[config.mk]
export PLATFORM = sky130hd
export DESIGN_NAME = adc_wave_meas
export DESIGN_NICKNAME = d
export VERILOG_FILES = /design/src/rtl/wave_pkg.sv /design/src/rtl/adc_wave_meas_cross_det.sv /design/src/rtl/adc_wave_meas.sv
export SDC_FILE = /design/constraint.sdc
export NUM_CORES = 1
export LEC_CHECK = 0
export CORE_MARGIN = 2
export CORE_UTILIZATION = 30
export CTS_BUF_LIST = sky130_fd_sc_hd__clkbuf_8
export DETAILED_ROUTE_END_ITERATION = 7
export HOLD_SLACK_MARGIN = 0.03
export PLACE_DENSITY_LB_ADDON = 0.12
export SETUP_SLACK_MARGIN = 0.4
export SYNTH_ARGS = -nofsm -noshare
export SYNTH_HDL_FRONTEND = slang
export SYNTH_HIERARCHICAL = 1
export SYNTH_SLANG_ARGS = --single-unit
[constraint.sdc]
create_clock -name sys_clk -period 4.7 [get_ports sys_clk]
set_clock_uncertainty 0.2 [all_clocks]
set_input_delay 0.47 -clock sys_clk [delete_from_list [all_inputs] [get_ports sys_clk]]
set_output_delay 0.47 -clock sys_clk [all_outputs]
set_load 0.05 [all_outputs]
[src/rtl/wave_pkg.sv]
// Shared types and constants for the ADC waveform measurement front end.
package wave_pkg;

  localparam int ADC_W = 8;
  localparam int unsigned GATE_CLKS_50M = 50_000_000;
  localparam logic [ADC_W-1:0] MID_RESET = 8'd128;

  typedef enum logic [1:0] {
    ST_IDLE  = 2'd0,
    ST_GATE  = 2'd1,
    ST_LATCH = 2'd2
  } state_e;

endpackage

[src/rtl/adc_wave_meas_cross_det.sv]
// Hysteresis comparator with a persistent LO/HI level and a rising-crossing pulse.
module cross_det
  import wave_pkg::*;
(
  input  logic             sys_clk,
  input  logic             sys_rst,
  input  logic             i_en,
  input  logic [ADC_W-1:0] i_sample,
  input  logic [ADC_W-1:0] i_thr_hi,
  input  logic [ADC_W-1:0] i_thr_lo,
  output logic             o_rise
);

  logic r_level;
  logic w_go_hi;
  logic w_go_lo;

  // The pulse is combinational so a crossing on the final gate sample still counts.
  assign w_go_hi = i_en && !r_level && (i_sample >= i_thr_hi);
  assign w_go_lo = i_en && r_level && (i_sample <= i_thr_lo);
  assign o_rise  = w_go_hi;

  always_ff @(posedge sys_clk) begin
    if (sys_rst) begin
      r_level <= 1'b0;
    end else if (w_go_hi) begin
      r_level <= 1'b1;
    end else if (w_go_lo) begin
      r_level <= 1'b0;
    end
  end

endmodule

[src/rtl/adc_wave_meas.sv]
// Gated frequency / max / min measurement of the ADC stream, published once per window.
// Optional last-period timer enabled by defining ADC_WAVE_MEAS_PERIOD_EN.
module adc_wave_meas
  import wave_pkg::*;
#(
  parameter int unsigned GATE_CLKS = GATE_CLKS_50M,
  parameter int unsigned HYST      = 4
) (
  input  logic             sys_clk,
  input  logic             sys_rst,
  input  logic             meas_en,
  input  logic             adc_valid,
  input  logic [ADC_W-1:0] adc_data,
  output logic [31:0]      freq_cnt,
  output logic [ADC_W-1:0] vmax,
  output logic [ADC_W-1:0] vmin,
  output logic             no_sig,
  output logic [31:0]      period_clks,
  output logic             meas_valid
);

  localparam logic [ADC_W:0] HYST_W    = HYST[ADC_W:0];
  localparam logic [31:0]    GATE_LAST = 32'(GATE_CLKS - 1);

  function automatic logic [ADC_W-1:0] f_thr_hi(input logic [ADC_W-1:0] mid);
    logic [ADC_W:0] s;
    s = {1'b0, mid} + HYST_W;
    return (s > {1'b0, {ADC_W{1'b1}}}) ? {ADC_W{1'b1}} : s[ADC_W-1:0];
  endfunction

  function automatic logic [ADC_W-1:0] f_thr_lo(input logic [ADC_W-1:0] mid);
    logic [ADC_W:0] s;
    s = {1'b0, mid} - HYST_W;
    return ({1'b0, mid} < HYST_W) ? '0 : s[ADC_W-1:0];
  endfunction

  function automatic logic [31:0] f_sat_inc(input logic [31:0] x);
    return (x == '1) ? x : x + 32'd1;
  endfunction

  function automatic logic [ADC_W-1:0] f_mid(input logic [ADC_W-1:0] hi,
                                             input logic [ADC_W-1:0] lo);
    logic [ADC_W:0] s;
    s = {1'b0, hi} + {1'b0, lo};
    return s[ADC_W:1];
  endfunction

  state_e           r_state;
  logic [31:0]      r_gate_cnt;
  logic [31:0]      r_cross_cnt;
  logic             r_seen;
  logic [ADC_W-1:0] r_max;
  logic [ADC_W-1:0] r_min;
  logic [ADC_W-1:0] r_mid;
  logic [31:0]      r_freq;
  logic [ADC_W-1:0] r_vmax;
  logic [ADC_W-1:0] r_vmin;
  logic             r_no_sig;
  logic             r_meas_valid;

  logic             w_in_gate;
  logic             w_smp;
  logic             w_rise;
  logic             w_start;
  logic             w_latch;
  logic             w_seen_nxt;
  logic [ADC_W-1:0] w_max_nxt;
  logic [ADC_W-1:0] w_min_nxt;
  logic [31:0]      w_cnt_nxt;

  assign w_in_gate  = (r_state == ST_GATE);
  assign w_smp      = w_in_gate && adc_valid;
  assign w_start    = (r_state == ST_IDLE || r_state == ST_LATCH) && meas_en;
  assign w_latch    = w_in_gate && meas_en && (r_gate_cnt == GATE_LAST);
  assign w_seen_nxt = r_seen | w_smp;
  assign w_max_nxt  = (w_smp && adc_data > r_max) ? adc_data : r_max;
  assign w_min_nxt  = (w_smp && adc_data < r_min) ? adc_data : r_min;
  assign w_cnt_nxt  = w_rise ? f_sat_inc(r_cross_cnt) : r_cross_cnt;

  cross_det u_cross_det (
    .sys_clk  (sys_clk),
    .sys_rst  (sys_rst),
    .i_en     (w_smp),
    .i_sample (adc_data),
    .i_thr_hi (f_thr_hi(r_mid)),
    .i_thr_lo (f_thr_lo(r_mid)),
    .o_rise   (w_rise)
  );

  always_ff @(posedge sys_clk) begin
    if (sys_rst) begin
      r_state      <= ST_IDLE;
      r_gate_cnt   <= '0;
      r_cross_cnt  <= '0;
      r_seen       <= 1'b0;
      r_max        <= '0;
      r_min        <= '1;
      r_mid        <= MID_RESET;
      r_freq       <= '0;
      r_vmax       <= '0;
      r_vmin       <= '0;
      r_no_sig     <= 1'b0;
      r_meas_valid <= 1'b0;
    end else begin
      r_meas_valid <= 1'b0;
      if (w_start) begin
        r_state     <= ST_GATE;
        r_gate_cnt  <= '0;
        r_cross_cnt <= '0;
        r_seen      <= 1'b0;
        r_max       <= '0;
        r_min       <= '1;
      end else if (r_state == ST_GATE) begin
        if (!meas_en) begin
          r_state <= ST_IDLE;
        end else begin
          r_gate_cnt  <= r_gate_cnt + 32'd1;
          r_cross_cnt <= w_cnt_nxt;
          r_seen      <= w_seen_nxt;
          r_max       <= w_max_nxt;
          r_min       <= w_min_nxt;
          if (w_latch) begin
            r_state      <= ST_LATCH;
            r_meas_valid <= 1'b1;
            r_freq       <= w_cnt_nxt;
            r_no_sig     <= !w_seen_nxt;
            r_vmax       <= w_seen_nxt ? w_max_nxt : '0;
            r_vmin       <= w_seen_nxt ? w_min_nxt : '0;
            if (w_seen_nxt) begin
              r_mid <= f_mid(w_max_nxt, w_min_nxt);
            end
          end
        end
      end else begin
        r_state <= ST_IDLE;
      end
    end
  end

`ifdef ADC_WAVE_MEAS_PERIOD_EN
  logic [31:0] r_timer;
  logic [31:0] r_hold;
  logic        r_had_rise;
  logic [31:0] r_period;

  // Timer restarts at 1 so the captured value equals the crossing spacing in cycles.
  always_ff @(posedge sys_clk) begin
    if (sys_rst) begin
      r_timer    <= '0;
      r_hold     <= '0;
      r_had_rise <= 1'b0;
      r_period   <= '0;
    end else begin
      if (w_rise) begin
        r_timer    <= 32'd1;
        r_had_rise <= 1'b1;
        if (r_had_rise) begin
          r_hold <= r_timer;
        end
      end else begin
        r_timer <= f_sat_inc(r_timer);
      end
      if (w_latch) begin
        r_period <= (w_rise && r_had_rise) ? r_timer : r_hold;
      end
    end
  end

  assign period_clks = r_period;
`else
  assign period_clks = '0;
`endif

  assign freq_cnt   = r_freq;
  assign vmax       = r_vmax;
  assign vmin       = r_vmin;
  assign no_sig     = r_no_sig;
  assign meas_valid = r_meas_valid;

endmodule
=== Yosys cells after proc, flatten, opt, wreduce, memory -nomap -nowiden ===
Cells that the tools add are included.

* Register bits after elaboration: 142
* Input bits: 12
* Output and inout port bits: 82
* Logic and storage cells: 69

* Add/sub/neg operators: 5
* Order comparisons: 6
* Equality and inequality tests: 5
* Muxes and demuxes: 15
* Bitwise logic cells: 4
* Reductions and logical operators: 20

{| class="wikitable"
|+ Operators with widths
! operator !! number
|-
| $add 32x1->32 const B || 2
|-
| $mux 32 || 2
|-
| $mux 8 || 6
|-
| $eq 32x26->1 const B || 1
|-
| $eq 32x32->1 const B || 1
|-
| $logic_and 1x1->1 || 10
|-
| $add 8x3->9 const B || 1
|-
| $add 8x8->9 || 1
|-
| $gt 9x8->1 const B || 1
|-
| $ge 8x8->1 || 1
|-
| $gt 8x8->1 || 1
|-
| $le 8x8->1 || 1
|-
| $lt 8x3->1 const B || 1
|-
| $lt 8x8->1 || 1
|-
| $sub 8x3->8 const B || 1
|-
| $mux 1 || 7
|-
| $reduce_and 5->1 || 1
|-
| $ne 4x2->1 const B || 1
|-
| $reduce_and 4->1 || 1
|-
| $reduce_or 4->1 || 1
|-
| $not 1->1 || 3
|-
| $eq 2x1->1 const B || 1
|-
| $eq 2x2->1 const B || 1
|-
| $logic_not 1->1 || 2
|-
| 6 further kinds || 6
|}

=== Longest topological paths before layout ===
* Depth after elaboration: 7
* Mapped depth: 23

=== By module ===
The synthesis kept the hierarchy.

{| class="wikitable"
|+ By module, submodules not included
! module !! times used !! cells an instance !! area each (um2) !! seq. area each (um2)
|-
| adc_wave_meas || 1 || 896 || 7587.3 || 2822.7
|-
| cross_det || 1 || 60 || 491.7 || 20.0
|}

=== Worst setup path after synthesis ===
No wires, ideal clock.

* Kind: register to register
* From: register r_mid[2]
* To: register r_cross_cnt[30]
* Setup time: 0.128 ns
* Arrival: 3.696 ns
* Data required time: 4.372 ns
* Setup slack: 0.676 ns
* Cell stages (with the launch flop): 24
* Clock period less this slack: 4.024 ns
* Cell sequence: dfxtp_1 -> inv_1 -> ha_1 -> nor4bb_1 -> o2111ai_1 -> nand2_1 -> nand3_1 -> nand2_1 -> inv_1 -> ha_1 -> o21a_1 -> o21ai_1 -> o21bai_2 -> a41oi_2 -> nor3b_1 -> inv_1 -> a41o_2 -> or3_4 -> or2_1 -> buf_6 -> nor2_4 -> nand4_1 -> xor2_1 -> nor2_1

* Word-level cells in the longest chain between the ends: 6

{| class="wikitable"
|+ RTL lines
! item !! line !! RTL
|-
| start, declared || adc_wave_meas.sv:54 || <nowiki>logic [ADC_W-1:0] r_mid;</nowiki>
|-
| start signal, assigned || adc_wave_meas.sv:130 || <nowiki>r_mid <= f_mid(w_max_nxt, w_min_nxt);</nowiki>
|-
| $add 8x3->9 (*) || adc_wave_meas.sv:27 || <nowiki>s = {1'b0, mid} + HYST_W;</nowiki>
|-
| $gt 9x8->1 || adc_wave_meas.sv:28 || <nowiki>return (s > {1'b0, {ADC_W{1'b1}}}) ? {ADC_W{1'b1}} : s[ADC_W-1:0];</nowiki>
|-
| $mux 8 (*) || adc_wave_meas.sv:28 ||
|-
| $ge 8x8->1 (*) || adc_wave_meas_cross_det.sv:19 || <nowiki>assign w_go_hi = i_en && !r_level && (i_sample >= i_thr_hi);</nowiki>
|-
| $logic_and 1x1->1 (*) || adc_wave_meas_cross_det.sv:19 ||
|-
| named net w_rise || adc_wave_meas.sv:63 || <nowiki>logic w_rise;</nowiki>
|-
| $mux 32 (*) || adc_wave_meas.sv:78 || <nowiki>assign w_cnt_nxt = w_rise ? f_sat_inc(r_cross_cnt) : r_cross_cnt;</nowiki>
|-
| end signal, assigned || adc_wave_meas.sv:118 || <nowiki>r_cross_cnt <= w_cnt_nxt;</nowiki>
|-
| end, declared || adc_wave_meas.sv:50 || <nowiki>logic [31:0] r_cross_cnt;</nowiki>
|}

The timed path passes the listed nets; every way through them passes the cells marked *.
A chain may end at the register's enable or synchronous reset.

=== Worst setup path in the final report ===
* From: register r_mid[3]
* To: register r_freq[28] (netlist: freq_cnt[28])

* Word-level cells in the longest chain between the ends: 6

{| class="wikitable"
|+ RTL lines
! item !! line !! RTL
|-
| $add 8x3->9 (*) || adc_wave_meas.sv:27 ||
|-
| $gt 9x8->1 || adc_wave_meas.sv:28 ||
|-
| $mux 8 (*) || adc_wave_meas.sv:28 ||
|-
| $ge 8x8->1 (*) || adc_wave_meas_cross_det.sv:19 ||
|-
| $logic_and 1x1->1 (*) || adc_wave_meas_cross_det.sv:19 ||
|-
| named net w_rise || adc_wave_meas.sv:63 ||
|-
| $mux 32 (*) || adc_wave_meas.sv:78 ||
|-
| end signal, assigned || adc_wave_meas.sv:125 || <nowiki>r_freq <= w_cnt_nxt;</nowiki>
|-
| end, declared || adc_wave_meas.sv:55 || <nowiki>logic [31:0] r_freq;</nowiki>
|}

Marks and branches as above.

==> flow_metrics.env <==
export IMPL_final_cell_mix="140 x dfxtp_1, 135 x nor2_1, 102 x nand2_1, 60 x clkdlybuf4s50_1, 54 x xor2_1"
export IMPL_finalSetupViolCount=0
export IMPL_cp_max_fo=6
export IMPL_drv_slew=0
export IMPL_ant_nets=0
export IMPL_dp_hpwl_um=14700
export IMPL_worst_slack_ps=446
export IMPL_synthFlopType="dfxtp_1"
export IMPL_hold_buffers=0
export IMPL_synth_warnings=6
export IMPL_clock_path_buffers=2
export IMPL_finish_utilization_pct=35.8
export IMPL_antenna_cells=0
export IMPL_synth_seq_area_share_pct=35.2
export IMPL_tightest_slew_ps=906
export IMPL_antenna_found_initial=0
export IMPL_synth_edf_count=0
export IMPL_start_util_pct=30.2
export IMPL_clkTransAtPathRegs_ps=80
export IMPL_r2r_start="r_mid[3]"
export IMPL_critical_path_class="reg -> reg"
export IMPL_fin_area_mm2=0.00956
export IMPL_wl_met3_um=770
export IMPL_place_area_mm2=0.00896
export IMPL_num_fill_cells=2778
export IMPL_rows=60
export IMPL_grt_pass1_vias=6273
export IMPL_die_area_mm2=0.0283
export IMPL_die_height_um=168
export IMPL_layout_drive_gt1_share_pct=14.5
export IMPL_finalCriticalPeriod_ps=4250
export IMPL_cts_root_buf="clkbuf_8"
export IMPL_first_iter_violations=253
export IMPL_dr_pass1_iters=4
export IMPL_async_flop_share_pct=0
export IMPL_avgViaCountPerCell=4.66
export IMPL_layout_commonest_cell="dfxtp_1"
export IMPL_critical_path_required_ps=4810
export IMPL_r2r_cells=21
export IMPL_grtUsageTotal_pct=14.8
export IMPL_grt_overflow=0
export IMPL_p_leak_uw=0.00353
export IMPL_area_growth_pct=18.3
export IMPL_synth_area_mm2=0.00808
export IMPL_routed_via_count=6451
export IMPL_ctsHtreeMaxLevel=4
export IMPL_routed_top_layer="met4"
export IMPL_place_inst=1339
export IMPL_io_pin_count=94
export IMPL_clk_latency_ps=450
export IMPL_hold_viol=0
export IMPL_cts_sinks=142
export IMPL_hp_class="in -> reg"
export IMPL_cap_violations=0
export IMPL_core_mm2=0.0267
export IMPL_final_cells=1383
export IMPL_start_kind="flip-flop"
export IMPL_synth_cell_types=69
export IMPL_synth_seq_cells=142
export IMPL_crit_path_start="r_mid[3]"
export IMPL_grt_pass1_wl_um=33300
export IMPL_timing_fmax_mhz=235
export IMPL_cts_made_buffers=17
export IMPL_end_kind="flip-flop"
export IMPL_avgSynthCellArea_um2=8.45
export IMPL_relSlewSlack_pct=39.6
export IMPL_grt_start_max_net_pins=74
export IMPL_wl_met2_um=8740
export IMPL_die_w_um=168
export IMPL_wl_um=20200
export IMPL_rsz0062_at_grt="true"
export IMPL_rrSetupSlack_ps=450
export IMPL_peakVddDrop_mv=0.115
export IMPL_syn_inst=956
export IMPL_r2r_end="freq_cnt[28]"
export IMPL_worstSetupEndpoint="freq_cnt[28]"
export IMPL_met1_length_um=10600
export IMPL_arrival_ps=4370
export IMPL_finalCritPeriodShare_pct=90.5
export IMPL_setup_tns_ps=0
export IMPL_remaining_drc_errors=0
export IMPL_power_density_mw_per_mm2=253
export IMPL_wl_per_cell_um=14.6
export IMPL_status="complete, no violations"
export IMPL_detailedPlace_worstSlack_ps=135
export IMPL_cts_tree="built"
export IMPL_gp_congestion=0.808
export IMPL_nets=1085
export IMPL_portBuffers=61
[cells in the mapped netlist (8+ instances only)]
master      n  share of area, %
dfxtp_1   142                35
xor2_1     54               5.9
o21ai_0    18               1.1
nand3_1    23               1.4
o211ai_1    8              0.74
ha_1       43               6.7
clkbuf_1   26               1.2
a211oi_1   13               1.2
nand4_1    24               1.9
xnor2_1    41               4.4
nand2b_1    9              0.70
nand2_1   103               4.8
nor2b_1    11              0.85
a21oi_1    30               1.9
inv_1      49               2.3
buf_2       8              0.50
mux2i_1    12               1.5
a211oi_2   27               4.2
nor3_1     19               1.2
o21ai_1    15              0.93
buf_4      33               3.1
nor2_1    140               6.5
[registers in the layout, indices dropped and copies added (netlist names)]
name and cells:
no_sig 1, r_cross_cnt 32, r_seen 1, vmin 8, r_gate_cnt 32, r_state 2
r_max 8, freq_cnt 32, meas_valid 1, u_cross_det/r_level 1, vmax 8, r_mid 8
r_min 8
[routing by layer]
metal | track usage [%] | vias up
met3 | 3.03 | 14
met4 | 3.90 | 0
met1 | 21.2 | 2993
li1 | - | 3337
met5 | 0 | -
met2 | 22.6 | 107
[timing repair]
action	CTS	global route
gates resized for setup	5	24
pin swaps	1	16
setup endpoints to repair	19	31
gates cloned	0	0
setup buffers	0	12
[how the worst min path moves through the flow]
stage / slack, ps / cells after the start / startpoint / to
detailed placement: 250 / 2 / vmax[1] / vmax[1]
global placement: 240 / 2 / vmin[1] / vmin[1]
global route: 220 / 2 / sys_rst / r_mid[5]
CTS: 190 / 2 / sys_rst / r_mid[5]
finish: 230 / 2 / sys_rst / r_mid[5]
floorplan: 240 / 2 / r_mid[1] / r_mid[1]
[final cells by class]
type,instances,area [µm²],area share [%]
repair buffers,101,906,9.48
clock inverters,13,115,1.20
multi-input cells,718,4820,50.4
flip-flops and latches,142,2850,29.8
clock buffers,19,262,2.74
inverters,49,184,1.92
well taps,341,427,4.46
[critical path: stages (launching register included)]
cell and delay (ps):
dfxtp_2 370, ha_4 160, nor4bb_2 290, o2111ai_1 150, nand2_1 130, nand3_4 120
nand2_1 100, inv_1 40, ha_1 260, o21a_1 130, o21ai_2 60, o21bai_2 180
a41oi_2 130, nor3b_2 260, inv_1 110, a41o_4 270, or3_4 400, or2_4 300
buf_4 150, nor2_4 70, xnor2_1 140, a211oi_2 90
[cell families (layout without fill, tap and decap cells)]
kind of cell / Yosys count / in the layout / synth area share (%)
fa+ha+maj: 44 / 44 / 6.91
mux: 18 / 18 / 2.32
simple gates: 387 / 387 / 23.3
xor+xnor: 95 / 95 / 10.3
compound gates: 142 / 142 / 13.6
other cells: 1 / 32 / 0.0464
buf+inv: 127 / 182 / 8.32
flops: 142 / 142 / 35.2
[through the flow]
stage                     total power, µW  hold slack, ps
after floorplan                      1430             243
after global placement               1490             242
after detailed placement             1490             246
after CTS                            2460             193
after global routing                 2530             221
final                                2410             226
[power by group]
part / leakage (µW) / internal, µW / switching (µW)
sequential: 0.00115 / 1210 / 4.38
combinational: 0.00220 / 76.2 / 173
clock: 0.000190 / 447 / 508
Power figures use the tool's default switching activity.
